**src/rtl/alu_seq_pkg.sv**
```systemverilog
// ============================================================================
// Module  : alu_seq_pkg
// Brief   : Opcodes, FSM state type and signed-overflow helper for alu_seq.
// Rev     : 1.0
// ============================================================================
`default_nettype none

package alu_seq_pkg;

    localparam logic [4:0] OP_ADD = 5'b00000;
    localparam logic [4:0] OP_SUB = 5'b00001;
    localparam logic [4:0] OP_AND = 5'b00010;
    localparam logic [4:0] OP_OR  = 5'b00011;
    localparam logic [4:0] OP_SLL = 5'b00100;
    localparam logic [4:0] OP_SRA = 5'b00101;
    localparam logic [4:0] OP_MUL = 5'b00110;
    localparam logic [4:0] OP_DIV = 5'b00111;

    typedef enum logic [1:0] {
        IDLE = 2'd0,
        ITER = 2'd1,
        DONE = 2'd2
    } state_e;

    // Subtraction overflows like an add of the inverted B sign.
    function automatic logic signed_add_ovf(input logic a_msb, input logic b_msb,
                                            input logic r_msb, input logic is_sub);
        logic b_eff;
        b_eff = b_msb ^ is_sub;
        return (a_msb == b_eff) && (r_msb != a_msb);
    endfunction

endpackage

`default_nettype wire

```
**src/rtl/alu_seq_iter.sv**
```systemverilog
// ============================================================================
// Module  : alu_seq_iter
// Brief   : Radix-2 signed multiply / restoring divide, one step per cycle.
// Rev     : 1.0
// ============================================================================
`default_nettype none

module alu_seq_iter #(
    parameter int WIDTH = 32
) (
    input  logic             clock,
    input  logic             reset_n,
    input  logic             start,
    input  logic             is_div,
    input  logic [WIDTH-1:0] op_a,
    input  logic [WIDTH-1:0] op_b,
    output logic             done,
    output logic [WIDTH-1:0] result,
    output logic             overflow,
    output logic             exception
);
    localparam int             CW   = $clog2(WIDTH);
    localparam logic [CW-1:0]  LAST = CW'(WIDTH - 1);

    logic             busy_q, busy_d;
    logic [CW-1:0]    cnt_q, cnt_d;
    logic             is_div_q, is_div_d;
    logic             neg_q, neg_d;
    logic             div_ovf_q, div_ovf_d;
    logic             div_zero_q, div_zero_d;
    logic [WIDTH-1:0] hi_q, hi_d;
    logic [WIDTH-1:0] lo_q, lo_d;
    logic [WIDTH-1:0] mag_b_q, mag_b_d;

    logic [WIDTH-1:0]   mag_a, mag_b_in;
    logic [WIDTH:0]     add_sum, sub_diff;
    logic [WIDTH-1:0]   hi_nx, lo_nx;
    logic [2*WIDTH-1:0] prod, prod_signed;
    logic [WIDTH:0]     prod_top;
    logic [WIDTH-1:0]   quot_signed;

    always_comb begin
        mag_a    = op_a[WIDTH-1] ? -op_a : op_a;
        mag_b_in = op_b[WIDTH-1] ? -op_b : op_b;

        // hi holds the partial product (MUL) or partial remainder (DIV).
        add_sum  = {1'b0, hi_q} + {1'b0, mag_b_q};
        sub_diff = {hi_q, lo_q[WIDTH-1]} - {1'b0, mag_b_q};
        if (is_div_q) begin
            if (!sub_diff[WIDTH]) begin
                hi_nx = sub_diff[WIDTH-1:0];
                lo_nx = {lo_q[WIDTH-2:0], 1'b1};
            end else begin
                hi_nx = {hi_q[WIDTH-2:0], lo_q[WIDTH-1]};
                lo_nx = {lo_q[WIDTH-2:0], 1'b0};
            end
        end else if (lo_q[0]) begin
            {hi_nx, lo_nx} = {add_sum, lo_q[WIDTH-1:1]};
        end else begin
            {hi_nx, lo_nx} = {1'b0, hi_q, lo_q[WIDTH-1:1]};
        end

        prod        = {hi_nx, lo_nx};
        prod_signed = neg_q ? -prod : prod;
        prod_top    = prod_signed[2*WIDTH-1:WIDTH-1];
        quot_signed = neg_q ? -lo_nx : lo_nx;

        done      = busy_q && (cnt_q == LAST);
        result    = '0;
        overflow  = 1'b0;
        exception = 1'b0;
        if (is_div_q) begin
            if (div_zero_q) begin
                exception = 1'b1;
            end else begin
                result   = quot_signed;
                overflow = div_ovf_q;
            end
        end else begin
            result   = prod_signed[WIDTH-1:0];
            overflow = !((&prod_top) || !(|prod_top));
        end
    end

    always_comb begin
        busy_d     = busy_q;
        cnt_d      = cnt_q;
        is_div_d   = is_div_q;
        neg_d      = neg_q;
        div_ovf_d  = div_ovf_q;
        div_zero_d = div_zero_q;
        hi_d       = hi_q;
        lo_d       = lo_q;
        mag_b_d    = mag_b_q;
        if (start) begin
            busy_d     = 1'b1;
            cnt_d      = '0;
            is_div_d   = is_div;
            neg_d      = op_a[WIDTH-1] ^ op_b[WIDTH-1];
            div_ovf_d  = (op_a == {1'b1, {(WIDTH-1){1'b0}}}) && (&op_b);
            div_zero_d = (op_b == '0);
            hi_d       = '0;
            lo_d       = mag_a;
            mag_b_d    = mag_b_in;
        end else if (busy_q) begin
            hi_d   = hi_nx;
            lo_d   = lo_nx;
            cnt_d  = cnt_q + CW'(1);
            busy_d = !done;
        end
    end

    always_ff @(posedge clock) begin
        if (!reset_n) begin
            busy_q     <= 1'b0;
            cnt_q      <= '0;
            is_div_q   <= 1'b0;
            neg_q      <= 1'b0;
            div_ovf_q  <= 1'b0;
            div_zero_q <= 1'b0;
            hi_q       <= '0;
            lo_q       <= '0;
            mag_b_q    <= '0;
        end else begin
            busy_q     <= busy_d;
            cnt_q      <= cnt_d;
            is_div_q   <= is_div_d;
            neg_q      <= neg_d;
            div_ovf_q  <= div_ovf_d;
            div_zero_q <= div_zero_d;
            hi_q       <= hi_d;
            lo_q       <= lo_d;
            mag_b_q    <= mag_b_d;
        end
    end

endmodule

`default_nettype wire

```
**src/rtl/alu_seq.sv**
```systemverilog
// ============================================================================
// Module  : alu_seq
// Brief   : Handshaked registered ALU with iterative signed MUL/DIV.
// Rev     : 1.0
// ============================================================================
`default_nettype none

module alu_seq
    import alu_seq_pkg::*;
#(
    parameter int WIDTH = 32,
    parameter int SHW   = $clog2(WIDTH)
) (
    input  logic             clock,
    input  logic             reset_n,
    input  logic             in_valid,
    output logic             in_ready,
    input  logic [WIDTH-1:0] data_operandA,
    input  logic [WIDTH-1:0] data_operandB,
    input  logic [4:0]       ctrl_ALUopcode,
    input  logic [SHW-1:0]   ctrl_shiftamt,
    output logic             out_valid,
    input  logic             out_ready,
    output logic [WIDTH-1:0] data_result,
    output logic             isNotEqual,
    output logic             isLessThan,
    output logic             overflow,
    output logic             exception
);
    state_e           state_q, state_d;
    logic             out_valid_q, out_valid_d;
    logic [WIDTH-1:0] result_q, result_d;
    logic             ne_q, ne_d, lt_q, lt_d, ovf_q, ovf_d, exc_q, exc_d;
    logic [WIDTH-1:0] a_q, a_d, b_q, b_d;

    logic             accept, is_iter_op, iter_start;
    logic             iter_done, iter_ovf, iter_exc;
    logic [WIDTH-1:0] iter_result;
    logic [WIDTH-1:0] sum, diff, single_res;
    logic             single_ovf, reserved;
    logic [WIDTH-1:0] flag_a, flag_b, flag_diff;
    logic             flag_ne, flag_lt;

    assign in_ready   = reset_n && (state_q == IDLE) && (!out_valid_q || out_ready);
    assign accept     = in_valid && in_ready;
    assign is_iter_op = (ctrl_ALUopcode == OP_MUL) || (ctrl_ALUopcode == OP_DIV);
    assign iter_start = accept && is_iter_op;

    alu_seq_iter #(.WIDTH(WIDTH)) u_iter (
        .clock     (clock),
        .reset_n   (reset_n),
        .start     (iter_start),
        .is_div    (ctrl_ALUopcode == OP_DIV),
        .op_a      (data_operandA),
        .op_b      (data_operandB),
        .done      (iter_done),
        .result    (iter_result),
        .overflow  (iter_ovf),
        .exception (iter_exc)
    );

    always_comb begin
        sum        = data_operandA + data_operandB;
        diff       = data_operandA - data_operandB;
        single_res = '0;
        single_ovf = 1'b0;
        reserved   = 1'b0;
        case (ctrl_ALUopcode)
            OP_ADD: begin
                single_res = sum;
                single_ovf = signed_add_ovf(data_operandA[WIDTH-1], data_operandB[WIDTH-1],
                                            sum[WIDTH-1], 1'b0);
            end
            OP_SUB: begin
                single_res = diff;
                single_ovf = signed_add_ovf(data_operandA[WIDTH-1], data_operandB[WIDTH-1],
                                            diff[WIDTH-1], 1'b1);
            end
            OP_AND: single_res = data_operandA & data_operandB;
            OP_OR:  single_res = data_operandA | data_operandB;
            OP_SLL: single_res = data_operandA << ctrl_shiftamt;
            OP_SRA: single_res = $unsigned($signed(data_operandA) >>> ctrl_shiftamt);
            OP_MUL, OP_DIV: single_res = '0;
            default: reserved = 1'b1;
        endcase

        // Comparison flags come from live inputs at accept, captured operands at MUL/DIV completion.
        flag_a    = (state_q == IDLE) ? data_operandA : a_q;
        flag_b    = (state_q == IDLE) ? data_operandB : b_q;
        flag_diff = flag_a - flag_b;
        flag_ne   = (flag_a != flag_b);
        flag_lt   = (flag_a[WIDTH-1] & ~flag_b[WIDTH-1])
                  | (~(flag_a[WIDTH-1] ^ flag_b[WIDTH-1]) & flag_diff[WIDTH-1]);
    end

    always_comb begin
        state_d     = state_q;
        out_valid_d = out_valid_q;
        result_d    = result_q;
        ne_d        = ne_q;
        lt_d        = lt_q;
        ovf_d       = ovf_q;
        exc_d       = exc_q;
        a_d         = a_q;
        b_d         = b_q;
        case (state_q)
            IDLE: begin
                if (accept) begin
                    a_d = data_operandA;
                    b_d = data_operandB;
                    if (is_iter_op) begin
                        state_d     = ITER;
                        out_valid_d = 1'b0;
                    end else begin
                        out_valid_d = 1'b1;
                        result_d    = single_res;
                        ne_d        = flag_ne && !reserved;
                        lt_d        = flag_lt && !reserved;
                        ovf_d       = single_ovf;
                        exc_d       = 1'b0;
                    end
                end else if (out_ready) begin
                    out_valid_d = 1'b0;
                end
            end
            ITER: begin
                if (iter_done) begin
                    state_d     = DONE;
                    out_valid_d = 1'b1;
                    result_d    = iter_result;
                    ne_d        = flag_ne;
                    lt_d        = flag_lt;
                    ovf_d       = iter_ovf;
                    exc_d       = iter_exc;
                end
            end
            DONE: begin
                if (out_ready) begin
                    state_d     = IDLE;
                    out_valid_d = 1'b0;
                end
            end
            default: state_d = IDLE;
        endcase
    end

    always_ff @(posedge clock) begin
        if (!reset_n) begin
            state_q     <= IDLE;
            out_valid_q <= 1'b0;
            result_q    <= '0;
            ne_q        <= 1'b0;
            lt_q        <= 1'b0;
            ovf_q       <= 1'b0;
            exc_q       <= 1'b0;
            a_q         <= '0;
            b_q         <= '0;
        end else begin
            state_q     <= state_d;
            out_valid_q <= out_valid_d;
            result_q    <= result_d;
            ne_q        <= ne_d;
            lt_q        <= lt_d;
            ovf_q       <= ovf_d;
            exc_q       <= exc_d;
            a_q         <= a_d;
            b_q         <= b_d;
        end
    end

    assign out_valid   = out_valid_q;
    assign data_result = result_q;
    assign isNotEqual  = ne_q;
    assign isLessThan  = lt_q;
    assign overflow    = ovf_q;
    assign exception   = exc_q;

endmodule

`default_nettype wire

```
**config.mk**
```make
export PLATFORM = sky130hd
export DESIGN_NAME = alu_seq
export DESIGN_NICKNAME = d
export VERILOG_FILES = /design/src/rtl/alu_seq_pkg.sv /design/src/rtl/alu_seq_iter.sv /design/src/rtl/alu_seq.sv
export SDC_FILE = /design/constraint.sdc
export NUM_CORES = 1
export LEC_CHECK = 0
export CAP_MARGIN = 5
export CORE_UTILIZATION = 55
export CTS_CLUSTER_SIZE = 24
export DETAILED_ROUTE_END_ITERATION = 6
export HOLD_SLACK_MARGIN = 0.08
export PLACE_DENSITY = 0.79
export SKIP_CTS_REPAIR_TIMING = 1
export SYNTH_ARGS = -nofsm -noshare
export SYNTH_HDL_FRONTEND = slang
export SYNTH_HIERARCHICAL = 1
export SYNTH_SLANG_ARGS = --single-unit
```
**constraint.sdc**
```tcl
create_clock -name clock -period 8.9 [get_ports clock]
set_input_delay 2.67 -clock clock [delete_from_list [all_inputs] [get_ports clock]]
set_output_delay 2.67 -clock clock [all_outputs]
set_load 0.02 [all_outputs]
```
### Word level (Yosys, flattened, before mapping)

Index checks and enable logic that the tools add are counted.

* register bits after elaboration: 209
* bits in latches: 0
* memory bits (writable): 0
* memory bits (read-only): 0
* output and inout bits: 38
* word-level logic and storage cells: 148
* memories: 0

* add/sub/neg operators: 10
* multiply operators: 0
* divide/modulo/power cells: 0
* order comparisons: 0
* equality and inequality tests: 21
* shift operators: 2
* muxes and demuxes: 54
* bitwise logic cells: 11
* reductions and logical operators: 32

Operators by type and width (number)
* $mux 32: 17
* $pmux 32 s6: 1
* $neg 32->32: 3
* $mux 64: 1
* $neg 64->64: 1
* $pmux 32 s2: 1
* $sub 32x32->32: 2
* $add 32x32->33: 1
* $reduce_and 33->1: 1
* $reduce_or 33->1: 1
* $sub 33x32->33: 1
* $add 32x32->32: 1
* $and 32x32->32: 1
* $eq 32x32->1 const B: 1
* $logic_not 32->1: 1
* $ne 32x32->1: 1
* $or 32x32->32: 1
* $reduce_and 32->1: 1
* $shl 32x5->32: 1
* $sshr 32x5->32: 1
* $mux 1: 23
* $eq 5x3->1 const B: 4
* $eq 5x2->1 const B: 2
* $logic_and 1x1->1: 10
* 27 further kinds: 52

### Longest topological paths before layout

Gate-level depths: netlist of the first run.

* depth in word-level cells: 12
* gate-level depth with buffers: 30

### By module

The synthesis of the first run kept the hierarchy.

Modules (own cells, without submodules)
* alu_seq: instances 1, cells an instance 1798, area an instance 13670.6 um2, sequential area each 2062.0 um2
* alu_seq_iter: instances 1, cells an instance 1853, area an instance 13320.3 um2, sequential area each 2122.0 um2

### Least setup slack after synthesis of the first run

OpenSTA, ideal clock, no wires.

* path type: register -> register
* from: register u_iter.is_div_q
* to: register ovf_q, in the netlist overflow
* setup time: 0.135 ns
* arrival time: 6.420 ns
* required time: 8.765 ns
* slack: 2.345 ns
* cell stages (with the launch flop): 26
* buffers on the path: 7
* clock period less this slack: 6.555 ns
* cell sequence: dfxtp_1 clkbuf_1 clkbuf_1 clkbuf_1 clkbuf_1 buf_1 buf_1 clkbuf_1 mux2i_1 ha_1 o211ai_1 or3_1 nor4b_1 nand3_1 a22oi_1 nor3b_1 and3_1 o32ai_1 a21o_1 or4_1 or4_1 o211a_1 nand3b_1 o211ai_1 a41o_1 a31oi_1

* longest elaborated chain between the ends: 10

Ends and longest elaborated chain
* start, declared: RTL line alu_seq_iter.sv:27 `logic is_div_q, is_div_d;`
* start signal, assigned: RTL line alu_seq_iter.sv:127 `is_div_q <= is_div_d;`
* $mux 32: RTL line alu_seq_iter.sv:49 `if (is_div_q) begin`
* $neg 64->64: RTL line alu_seq_iter.sv:64 `prod_signed = neg_q ? -prod : prod;`
* $mux 64: RTL line alu_seq_iter.sv:64
* $reduce_or 33->1: RTL line alu_seq_iter.sv:81 `overflow = !((&prod_top) || !(|prod_top));`
* $logic_not 1->1: RTL line alu_seq_iter.sv:81
* $logic_or 1x1->1: RTL line alu_seq_iter.sv:81
* $logic_not 1->1: RTL line alu_seq_iter.sv:81
* $mux 1 *: RTL line alu_seq_iter.sv:72 `if (is_div_q) begin`
* via iter_ovf: RTL line alu_seq.sv:37 `logic iter_done, iter_ovf, iter_exc;`
* $mux 1 *: RTL line alu_seq.sv:127 `if (iter_done) begin`
* $pmux 1 s2 *: RTL line alu_seq.sv:106 `case (state_q)`
* end signal, assigned: RTL line alu_seq.sv:164 `ovf_q <= ovf_d;`
* end, declared: RTL line alu_seq.sv:33 `logic ne_q, ne_d, lt_q, lt_d, ovf_q, ovf_d, exc_q, exc_d;`

The timed path passes the listed nets; every way through them passes the cells marked *. The select of a mux whose other input is x is not followed.
A chain may end at the register's enable or synchronous reset.

### Worst setup path after layout of the first run

* from: register u_iter.mag_b_q[12]
* to: register ovf_q, in the netlist overflow

* longest elaborated chain between the ends: 12

Ends and longest elaborated chain
* start, declared: RTL line alu_seq_iter.sv:33 `logic [WIDTH-1:0] mag_b_q, mag_b_d;`
* start signal, assigned: RTL line alu_seq_iter.sv:133 `mag_b_q <= mag_b_d;`
* $sub 33x32->33 or $add 32x32->33 (tied branches): RTL line alu_seq_iter.sv:48, alu_seq_iter.sv:47
* $mux 1, or another cell as far along: RTL line alu_seq_iter.sv:50 `if (!sub_diff[WIDTH]) begin`
* $mux 32: RTL line alu_seq_iter.sv:49
* $neg 64->64: RTL line alu_seq_iter.sv:64
* $mux 64 *: RTL line alu_seq_iter.sv:64
* $reduce_or 33->1: RTL line alu_seq_iter.sv:81
* $logic_not 1->1: RTL line alu_seq_iter.sv:81
* $logic_or 1x1->1 *: RTL line alu_seq_iter.sv:81
* $logic_not 1->1 *: RTL line alu_seq_iter.sv:81
* $mux 1 *: RTL line alu_seq_iter.sv:72
* via iter_ovf: RTL line alu_seq.sv:37
* $mux 1 *: RTL line alu_seq.sv:127
* $pmux 1 s2 *: RTL line alu_seq.sv:106

Marked as above.

==> metrics.txt, run 1 <==
outcome=finished, violations left; violated checks=DRC; Avg Cell Area, Syn=7.39 µm²; Reg clk slew, reported paths=0.06 ns; Layout Cells excl Fill=4,269; final instance area=0.0296 mm²; VDD IR max=0.160 mV; initial antenna violation count=9; Mapped Area=0.0270 mm²; Routed WL per cell=27.4 µm; max_cap viols=0; Die Y=224 µm; core footprint=0.0480 mm²; I/O pins=116; Post-synth EDFFs=0; global-route wire length before repair=172 mm; CTS Buf Count=27; GP Congestion=1.10; Root Driver=clkbuf_16; vias in the first global route=27,200; worst skew pair latency=0.61 ns; Bufs on Longest Clock Path=3; Total Routing Usage GR=0.454; top cells by area, synth=dfxtp_1 16%, ha_1 10%, a21oi_1 5.7%, mux2i_1 5.6%, o21ai_0 5.3%; CTS tree=yes; die span in x=224 µm; Yosys cell types=107; number of DRC markers in iteration 0=3,539; final setup TNS=0 ns; die area=0.0500 mm²; worst slew pin tran=1.22 ns; DRT antenna net count=0; Setup Viol. Count Final=0; Req. time, crit path=9.34 ns; Site Rows=80; largest net degree at the start of global routing=133; Remaining DRCs=5; f_max=137 MHz; Worst Setup End Kind=flip-flop; Critical Path Source Type=flip-flop; Fill cells=4,458; Vias/cell=6.97; post-synthesis register bit count=209; LEAKAGE=0.0122 µW; cells after synthesis=3,651; Top FF cell, synth=dfxtp_1; min cycle time layout=7.32 ns; DP HPWL=87.3 mm; htree depth=1; DP Cell Count=4,215; area leader, netlist=dfxtp_1; port bufs=115; First-pass DRT Iterations=7; Pins Over Slew Limit=0; Max-slew headroom=0.182; most frequent cells in the layout=378 x nor2_1, 305 x a21oi_1, 286 x o21ai_0, 262 x nand2_1, 214 x ha_1; Final Hold Viols=0; ys async rst share=0; Pwr Density=121 mW/mm²; via count=29,763; Yosys top cell area share=0.155; Critical Path Fanout Max=9; share of post-route cells with drive strength above 1=0.0819; worst hold path type=reg2reg; Tcrit/Tclk final=0.822; grt total ovfl=0; Worst Clk Skew=0.0314 ns; starting density of the core=0.562; Seq/Total Area, Yosys=0.155; overall routed net length=117 mm; RSZ-0062 raised after global routing=no; dpl cell area=0.0285 mm²; crit path DAT=7.76 ns; Final nets=3,928; Post-Syn Nets=3,950; Clock Sinks=209; P&R area growth vs syn=9.65%; YS warnings=6; most common cell after layout, fill and taps aside=nor2_1; Worst Path Class, Setup=reg2reg
## cells in the mapped netlist (38+ instances only)
cell,number
nor3_1,86
nand3_1,122
ha_1,216
a211oi_1,66
inv_1,178
nor2b_1,49
mux2i_1,151
nand4_1,53
a31oi_1,38
dfxtp_1,209
o31ai_1,42
xor2_1,71
o21ai_0,286
clkbuf_1,163
o211a_1,50
or3_1,38
buf_1,38
xnor2_1,96
a21oi_1,305
o211ai_1,40
a21o_1,48
mux4_2,51
nor2_1,380
nand2_1,263
mux2_2,50
## registers in the layout, indices dropped and copies added, names as in the netlist, 2 cells and up
signal / count
data_result: 32
b_q: 32
a_q: 32
u_iter/cnt_q: 5
state_q: 2
u_iter/mag_b_q: 32
u_iter/hi_q: 32
u_iter/lo_q: 32
## layer usage
layer / GRT usage / vias up / share of wire
met1: 0.545 / 13861 / 0.37
li1: - / 13511 / -
met5: 0 / - / 0.00014
met3: 0.109 / 468 / 0.11
met4: 0.367 / 2 / 0.094
met2: 0.692 / 1921 / 0.43
## metrics by stage
step	hold slack (ns)	total power, µW	util	worst slack (ns)
2_1_floorplan	0.440	1800	-	2.34
3_3_place_gp	0.441	2220	0.594	1.96
3_5_place_dp	0.446	2220	0.594	1.90
4_1_cts	0.453	3510	0.616	1.77
5_1_grt	0.472	3680	0.616	1.00
6_report	0.455	3570	0.616	1.58
## area by class of cell
cell class                      instances  area [µm²]  area share
Clock inverter                         14         243     0.00820
Clock buffer                           36         791      0.0267
Multi-Input combinational cell       3011       21200       0.715
Tap cell                              615         769      0.0260
Timing Repair Buffer                  195        1740      0.0589
Sequential cell                       209        4190       0.142
Antenna cell                            4        10.0    0.000338
Inverter                              185         694      0.0235
## critical path, cell delays in order (launching register included)
cell      delay (ns)
dfxtp_1         0.37
inv_1           0.06
ha_1            0.45
and4_1          0.41
o2111a_1        0.26
nand3_1         0.10
a21oi_1         0.38
a211oi_4        0.10
nand2_4         0.14
a21boi_0        0.42
ha_1            0.26
o211ai_1        0.20
nor4_1          0.43
nand4_1         0.34
a211oi_1        0.64
a21oi_1         0.20
xor2_1          0.19
nor4_1          0.33
nand4_1         0.17
a2111o_1        0.40
or4_1           0.51
o211a_1         0.22
nand3b_1        0.22
o211ai_1        0.17
a41o_1          0.13
a31oi_1         0.04
## worst paths after layout
path              slack [ns]   endpoint  cells past startpoint               start
setup / recovery        1.58   overflow                     25  u_iter/mag_b_q[12]
hold / removal          0.45  exception                      2           exception
setup reg to reg        1.58   overflow                     25  u_iter/mag_b_q[12]
hold reg to reg         0.45  exception                      2           exception
## logic make-up (layout without fill, tap and decap cells)
logic type               after synthesis  after routing  share of synthesized area
AND/OR/NAND/NOR                     1193           1193                      0.216
AO/OA/AOI/OAI                       1178           1178                      0.288
buffers and inverters                431            430                     0.0635
multiplexers                         252            252                      0.119
adder cells (fa/ha/maj)              221            221                      0.104
flip-flops                           209            209                      0.155
XOR/XNOR                             167            167                     0.0542
other                                  0              4                          0
## power breakdown
| part | switching (µW) | total [µW] | internal (µW) | leakage (µW) |
|---|---|---|---|---|
| Clock | 502 | 1300 | 799 | 0.000501 |
| Combinational | 834 | 1270 | 441 | 0.00998 |
| Sequential | 26.9 | 998 | 971 | 0.00170 |
| Total | 1360 | 3570 | 2210 | 0.0122 |
Power figures use the tool's default switching activity.
==> run 2, diff against run 1 <==
==> constraint.sdc (replaced) <==
create_clock -name clock -period 7.3 [get_ports clock]
set_input_delay 2.19 -clock clock [delete_from_list [all_inputs] [get_ports clock]]
set_output_delay 2.19 -clock clock [all_outputs]
set_load 0.02 [all_outputs]
==> run 2 against run 1 <==
Effect of this change:
- the run still ends with DRC left
- routed wire length decreased by 2.7%
- die area unchanged
- sequential share of layout area about the same
- maximum frequency increased by 7.2%
- sequential cell count unchanged
- clock-buffer cell count increased by 1
- clock power about the same
- clock skew decreased by 0.0011 ns
- critical path type unchanged
==> metrics.txt, run 2 (synthesis results as in run 1) <==
initial antenna violation count=7; largest net degree at the start of global routing=132; share of post-route cells with drive strength above 1=0.0871; M3 GR Usage=0.0989; DP Cell Count=4,243; vias in the first global route=27,455; Remaining DRCs=2; Req. time, crit path=7.73 ns; Clock Sinks=209; max_cap viols=0; number of DRC markers in iteration 0=4,505; worst hold path type=reg2reg; violated checks=DRC; CTS Buf Count=27; Reg clk slew, reported paths=0.06 ns; Worst Path Class, Setup=reg2reg; Root Driver=clkbuf_16; Die Y=224 µm; Total Power=4080 µW; worst skew pair latency=0.59 ns; Routed WL per cell=26.6 µm; Bufs on Longest Clock Path=3; die span in x=224 µm; outcome=finished, violations left; Critical Path End=overflow; Pins Over Slew Limit=0; Pint=2490 µW; switching part of the total=0.390; M2 GR Usage=0.669; RSZ-0062 raised after global routing=no; Sw Pwr=1590 µW; crit path DAT=7.25 ns; overall routed net length=114 mm; die area=0.0500 mm²; launch point of the worst reg-to-reg path=u_iter/hi_q[1]; Fill cells=4,489; port bufs=115; CTS tree=yes; CP startpoint=u_iter/hi_q[1]; Clock Power Share=0.324; Critical Path Fanout Max=9; via count=30,227; Vias/cell=7.04; most common cell after layout, fill and taps aside=nor2_1; starting density of the core=0.562; Final nets=3,957; First-pass DRT Iterations=7; min cycle time layout=6.82 ns; Seq pwr share=0.298; worst slew pin tran=1.20 ns; Final Hold Viols=0; grt total ovfl=0; M1 GR Usage=0.530; Worst Setup End Kind=flip-flop; Setup Viol. Count Final=0; VDD IR max=0.162 mV; Pwr Density=138 mW/mm²; P&R area growth vs syn=9.72%; I/O pins=116; Gate power share=0.378; Worst Clk Skew=0.0303 ns; r2r worst-path depth=19; htree depth=1; final setup TNS=0 ns; Tcrit/Tclk final=0.935; r2r endpoint=overflow; f_max=147 MHz; Most Used Layer, Global Route=met2; DRT antenna net count=0; Layout Cells excl Fill=4,293; most frequent cells in the layout=378 x nor2_1, 305 x a21oi_1, 286 x o21ai_0, 262 x nand2_1, 214 x ha_1; GP Congestion=1.09; global-route wire length before repair=168 mm; Site Rows=80; Max-slew headroom=0.191; DP HPWL=86.1 mm; core footprint=0.0480 mm²; LEAKAGE=0.0122 µW; R2R Setup Slk=0.48 ns; Total Routing Usage GR=0.440; Critical Path Source Type=flip-flop
==> run 2: cell types whose count changed in the layout (fill, tap and decap cells not counted), sizes merged <==
cell      change
clkinv        +1
clkinvlp      -2
clkbuf        +1
bufinv        -5
buf          +29
==> run 2: per-layer routing <==
| layer | vias to the layer above | part of all wire | routed length, µm |
|---|---|---|---|
| met3 | 518 | 0.11 | 12800 |
| li1 | 13574 | - | - |
| met4 | 4 | 0.097 | 11100 |
| met1 | 14113 | 0.37 | 41900 |
| met2 | 2018 | 0.42 | 48100 |
| met5 | - | 0.00022 | 25 |
==> run 2: worst min-delay path by stage <==
stage                     startpoint          to  slack, ns  cells after the start
after floorplan              a_q[10]     a_q[10]       0.44                      2
after global placement    isLessThan  isLessThan       0.44                      2
after detailed placement  isNotEqual  isNotEqual       0.45                      2
after CTS                 isNotEqual  isNotEqual       0.46                      2
after global routing      isNotEqual  isNotEqual       0.48                      2
final                     isNotEqual  isNotEqual       0.46                      2
==> run 2: metrics by stage <==
step / util / setup slack [ns] / hold slack, ns / instance area, µm²
floorplan: - / 0.745 / 0.440 / 27000
global placement: 0.598 / 0.703 / 0.440 / 28800
detailed placement: 0.598 / 0.585 / 0.450 / 28800
CTS: 0.616 / 0.531 / 0.457 / 29600
global route: 0.616 / 0.0636 / 0.481 / 29600
finish: 0.616 / 0.476 / 0.461 / 29600
==> run 2: layout make-up <==
cell class | instances | area, µm² | share of cell area
multi-input combinational | 3011 | 21200 | 0.714
timing repair buffer | 224 | 1960 | 0.0662
antenna | 4 | 10.0 | 0.000338
clock buffer | 37 | 763 | 0.0258
tap | 615 | 769 | 0.0260
clock inverter | 8 | 75.1 | 0.00253
sequential | 209 | 4190 | 0.142
inverter | 185 | 694 | 0.0234
==> run 2: worst max-delay path, cell delays in order, from the launching register on <==
cell,delay [ns]
dfxtp_1,0.47
ha_1,0.28
a211oi_1,0.76
nor3_1,0.30
o21ai_0,0.72
nand3_1,0.19
xor2_1,0.19
a21oi_1,0.55
a31oi_1,0.25
nor4_4,0.57
nand3_1,0.13
o31ai_1,0.32
xor2_1,0.13
or4_1,0.54
or4_1,0.53
o211a_1,0.28
nand3b_1,0.18
o211ai_1,0.12
a41o_1,0.12
a31oi_1,0.04
==> run 2: power by group through the flow <==
stage	sequential, µW	combinational (µW)	clock, µW
6_report	1220	1540	1320
5_1_grt	1220	1610	1370
4_1_cts	1210	1460	1320
3_5_place_dp	1240	1450	0
3_3_place_gp	1240	1450	0
2_1_floorplan	1240	950	0
